File: src/rtl/iob_sync_hs_rx_pkg.sv
// rtl/iob_sync_hs_rx_pkg.sv - shared state encodings and counter width for the toggle handshake receiver
package iob_sync_hs_rx_pkg;

    localparam int SETTLE_CNT_W = 8;

    typedef enum logic [1:0] {
        ST_IDLE   = 2'd0,
        ST_SETTLE = 2'd1,
        ST_HOLD   = 2'd2
    } hs_state_e;

endpackage

File: src/rtl/iob_sync.sv
// rtl/iob_sync.sv - two-flop synchronizer with clock enable and asynchronous active-high reset
module iob_sync #(
    parameter int                 DATA_W  = 1,
    parameter logic [DATA_W-1:0]  RST_VAL = '0
) (
    input  logic              clk_i,
    input  logic              arst_i,
    input  logic              en_i,
    input  logic [DATA_W-1:0] data_i,
    output logic [DATA_W-1:0] data_o
);

    logic [DATA_W-1:0] meta_q;
    logic [DATA_W-1:0] sync_q;

    always_ff @(posedge clk_i or posedge arst_i) begin
        if (arst_i) begin
            meta_q <= RST_VAL;
            sync_q <= RST_VAL;
        end else if (en_i) begin
            meta_q <= data_i;
            sync_q <= meta_q;
        end
    end

    assign data_o = sync_q;

endmodule

File: src/rtl/iob_sync_hs_rx.sv
// rtl/iob_sync_hs_rx.sv - receive side of a two-phase req/ack handshake moving a word into clk_i
module iob_sync_hs_rx
    import iob_sync_hs_rx_pkg::*;
#(
    parameter int          DATA_W  = 8,
    parameter int unsigned RST_VAL = 0,
    parameter int          SETTLE  = 0
) (
    input  logic              clk_i,
    input  logic              arst_i,
    input  logic              cke_i,
    input  logic              req_i,
    input  logic [DATA_W-1:0] data_i,
    output logic              ack_o,
    output logic [DATA_W-1:0] data_o,
    output logic              valid_o,
    input  logic              ready_i,
    output logic              busy_o,
    output logic              proto_err_o
);

    localparam logic [DATA_W-1:0]       RST_DATA    = DATA_W'(RST_VAL);
    localparam logic [SETTLE_CNT_W-1:0] SETTLE_LOAD = SETTLE_CNT_W'(SETTLE - 1);

    hs_state_e             state_q, state_d;
    logic [SETTLE_CNT_W-1:0] cnt_q, cnt_d;
    logic [DATA_W-1:0]     data_q, data_d;
    logic                  valid_q, valid_d;
    logic                  ack_q, ack_d;
    logic                  req_last_q, req_last_d;
    logic                  req_prev_q;
    logic                  proto_q, proto_d;
    logic                  req_sync;
    logic                  pending;

    iob_sync #(
        .DATA_W  (1),
        .RST_VAL (1'b0)
    ) u_req_sync (
        .clk_i  (clk_i),
        .arst_i (arst_i),
        .en_i   (cke_i),
        .data_i (req_i),
        .data_o (req_sync)
    );

    assign pending = (req_sync != req_last_q);

    always_comb begin
        state_d    = state_q;
        cnt_d      = cnt_q;
        data_d     = data_q;
        valid_d    = valid_q;
        ack_d      = ack_q;
        req_last_d = req_last_q;
        // Any request edge seen outside IDLE is a sender protocol violation
        proto_d    = proto_q | ((state_q != ST_IDLE) && (req_sync != req_prev_q));
        case (state_q)
            ST_IDLE: begin
                if (pending) begin
                    if (SETTLE == 0) begin
                        data_d  = data_i;
                        valid_d = 1'b1;
                        state_d = ST_HOLD;
                    end else begin
                        cnt_d   = SETTLE_LOAD;
                        state_d = ST_SETTLE;
                    end
                end
            end
            ST_SETTLE: begin
                if (cnt_q == '0) begin
                    data_d  = data_i;
                    valid_d = 1'b1;
                    state_d = ST_HOLD;
                end else begin
                    cnt_d = cnt_q - 1'b1;
                end
            end
            ST_HOLD: begin
                if (ready_i) begin
                    valid_d    = 1'b0;
                    ack_d      = ~ack_q;
                    req_last_d = req_sync;
                    state_d    = ST_IDLE;
                end
            end
            default: begin
                state_d = ST_IDLE;
            end
        endcase
    end

    always_ff @(posedge clk_i or posedge arst_i) begin
        if (arst_i) begin
            state_q    <= ST_IDLE;
            cnt_q      <= '0;
            data_q     <= RST_DATA;
            valid_q    <= 1'b0;
            ack_q      <= 1'b0;
            req_last_q <= 1'b0;
            req_prev_q <= 1'b0;
            proto_q    <= 1'b0;
        end else if (cke_i) begin
            state_q    <= state_d;
            cnt_q      <= cnt_d;
            data_q     <= data_d;
            valid_q    <= valid_d;
            ack_q      <= ack_d;
            req_last_q <= req_last_d;
            req_prev_q <= req_sync;
            proto_q    <= proto_d;
        end
    end

    assign ack_o       = ack_q;
    assign data_o      = data_q;
    assign valid_o     = valid_q;
    assign busy_o      = (state_q != ST_IDLE);
    assign proto_err_o = proto_q;

endmodule
File: config.mk
export PLATFORM = sky130hd
export DESIGN_NAME = iob_sync_hs_rx
export DESIGN_NICKNAME = d
export VERILOG_FILES = /design/src/rtl/iob_sync_hs_rx_pkg.sv /design/src/rtl/iob_sync.sv /design/src/rtl/iob_sync_hs_rx.sv
export SDC_FILE = /design/constraint.sdc
export NUM_CORES = 1
export LEC_CHECK = 0
export ABC_AREA = 1
export ABC_CLOCK_PERIOD_IN_PS = 900
export BUFFER_PORTS_ARGS = -buffer_cell sky130_fd_sc_hd__buf_2
export CELL_PAD_IN_SITES_DETAIL_PLACEMENT = 1
export CELL_PAD_IN_SITES_GLOBAL_PLACEMENT = 1
export CORE_MARGIN = 5
export CORE_UTILIZATION = 29
export CTS_BUF_LIST = sky130_fd_sc_hd__clkbuf_8 sky130_fd_sc_hd__clkbuf_16
export CTS_CLUSTER_DIAMETER = 80
export CTS_CLUSTER_SIZE = 14
export DETAILED_ROUTE_END_ITERATION = 10
export PLACE_DENSITY_LB_ADDON = 0.1
export SETUP_SLACK_MARGIN = 0.1
export SYNTH_ARGS = -nofsm -noshare
export SYNTH_HDL_FRONTEND = slang
export SYNTH_HIERARCHICAL = 1
export SYNTH_SLANG_ARGS = --single-unit
File: constraint.sdc
create_clock -name clk_i -period 0.9 [get_ports clk_i]
set_input_delay 0.18 -clock clk_i [delete_from_list [all_inputs] [get_ports clk_i]]
set_output_delay 0.18 -clock clk_i [all_outputs]
set_load 0.05 [all_outputs]
==> out/results.tsv <==
metric	value	unit
outcome	finished with violations	
violations	setup timing	
grt_max_degree	14	
crit_required	1.04	ns
fp.dieArea	3230	sq um
place.gp.congestion	0.641	
ys_ff_latch	15	
die_h	56.8	um
core-area	2150	sq um
n_fill_cell	249	
initial_core_util	29.6	%
clockBufferDepth	2	
leakagePower	0.616	nW
drt_iter0_drc	5	
synth_nets	85	
utilization	56.6	%
fin_skew	0.00272	ns
hold_viol	0	
rsz0062_at_grt	true	
routed_wl	2050	um
p_sw	2.00	mW
final_nets	134	
synth_area	636	sq um
final_common_cell	nand2_1	
crit_fanout	7	
gr-max-usage-layer	met2	
crit_arrival	1.25	ns
maxCapViolations	0	
min_path_type	input pin to flop	
tns	-2.96	ns
finalSetupViolations	25	
drt-pass1-iter-count	4	
power.clock.fraction	12.7	%
final_cell_mix	nand2_1, buf_6, dfrtp_1, buf_2, buf_4	
clock_latency	0.25	ns
fin_crit	1.11	ns
cts-htree-levels	1	
fin_crit_sh	123	%
cts_tree	yes	
drc	0	
met1_usage	15.5	%
final_layout_size_suffix_gt1_share	60.0	%
avgSynthCellArea	8.83	sq um
async_reset_ff_share	100	%
path_clk_slew	0.06	ns
vias	676	
yosysSeqAreaShare	59.1	%
swShare	46.5	%
antenna_left	0	
slew_headroom	86.9	%
cts-root-buf	clkbuf_8	
synth_edf_count	0	
rows	17	
synth_area_leaders	dfrtp_1, nand2_1, nand3_1, inv_1, nand4_2	
p_int	2.31	mW
setup_slack	-0.209	ns
io_buffers	24	
tightest_slew	0.196	ns
numCtsBuffers	3	
crit_path_end_kind	flop	
syn_to_final_growth	91.1	%
postSynthCellCount	72	
yosysWarnings	6	
io_pins	25	
crit_type	flop to flop	
gr-total-overflow	0	
synth_ff_type	dfrtp_1	
grt_usage	13.4	%
power.density	3550	nW/um^2
power_frac_seq	27.0	%
antenna_found_initial	0	
place_hpwl	1240	um
grt_pass1_wl	3330	um
critPathLaunchType	flop	
grt_pass1_vias	731	
fp.dieW	56.8	um
cts_sinks	15	
grt_util_met2	23.1	%
drt-wirelength-per-cell	13.8	um
vias_per_cell	4.57	
p_comb_share	60.3	%
holdWs	0.132	ns
fmax	0.901	GHz
ir_worst_vdd	1.91	mV
grt_use_met3	3.45	%
synth_top_cell_by_area	dfrtp_1	
synth_top_area_share	59.1	%
ys_types	14	
diodes	0	
slew_violations	0	
==> cell type report <==
class / count / area, sq um / share of cell area, %
well taps: 28 / 35.0 / 2.88
flip-flops and latches: 15 / 379 / 31.2
multi-input cells: 48 / 324 / 26.7
inverters: 8 / 32.5 / 2.68
clock buffers: 3 / 41.3 / 3.40
repair buffers: 45 / 398 / 32.7
clock inverters: 1 / 5.00 / 0.412
==> critical path: stages, from the launching register on <==
cell and delay (ns):
dfrtp_2 0.44, buf_6 0.13, nor2_4 0.13, nor2_4 0.07, buf_12 0.14, nand3_2 0.05, nand2_1 0.05
==> kinds of logic after synthesis <==
group                  Yosys count  synth area share [%]
AO/OA/AOI/OAI                    5                  4.33
flip-flops                      15                  59.1
AND/OR/NAND/NOR                 42                  29.3
buffers and inverters            9                  5.91
XOR/XNOR                         1                  1.38
==> timing repair <==
item | in CTS | in global routing
setup buffers | 8 | 4
hold buffers | 1 | 0
setup endpoints to repair | 25 | 26
gates resized for setup | 43 | 13
endpoints found under the hold margin | 15 | 0
pin swaps | 7 | 8
==> Yosys cell counts, types with 2 or more instances <==
master and number:
dfrtp_1 15, inv_1 6, inv_2 2, nand2_1 29
nand3_1 10, o21ai_1 2
==> worst paths after layout <==
kind,start,to,slack [ns],cells after the start
max,u_req_sync/data_o$_DFFE_PP0P_,data_o[6]$_DFFE_PP0P_,-0.21,6
min,req_i,u_req_sync/meta_q$_DFFE_PP0P_,0.13,3
max reg2reg,u_req_sync/data_o$_DFFE_PP0P_,data_o[6]$_DFFE_PP0P_,-0.21,6
min reg2reg,u_req_sync/meta_q$_DFFE_PP0P_,u_req_sync/meta_q$_DFFE_PP0P_,0.48,2
max in group asynchronous,arst_i,valid_o$_DFFE_PP0P_,0.24,4
min in group asynchronous,arst_i,u_req_sync/data_o$_DFFE_PP0P_,0.34,3
==> flip-flops by register name, summed over array words and instances (netlist names) <==
register and flops:
data_o 8, req_last_q 1, proto_err_o 1, valid_o 1, u_req_sync/meta_q 1, req_prev_q 1
ack_o 1, u_req_sync/data_o 1
==> through the flow <==
stage / total power [mW] / setup WS, ns / instances / area [sq um]
after floorplan: 2.37 / -0.146 / 72 / 648
after global placement: 2.81 / -0.133 / 131 / 856
after detailed placement: 2.84 / -0.165 / 131 / 856
after CTS: 4.11 / -0.171 / 144 / 1140
after global routing: 4.54 / -0.249 / 148 / 1210
final: 4.31 / -0.209 / 148 / 1210
==> power groups by stage <==
stage	registers, mW	clock network, mW	logic, mW
floorplan	1.82	0	0.549
global placement	1.11	0	1.71
detailed placement	1.11	0	1.73
CTS	1.15	0.570	2.39
global route	1.20	0.604	2.73
finish	1.16	0.549	2.60
==> layer usage <==
layer / part of all wire (%) / wire length, um / vias up
met5: 0 / 0 / -
li1: - / - / 321
met4: 0.54 / 11 / 0
met1: 42 / 860 / 334
met3: 5.5 / 113 / 2
met2: 52 / 1060 / 19
No activity file was read; power rests on OpenSTA's default activity.
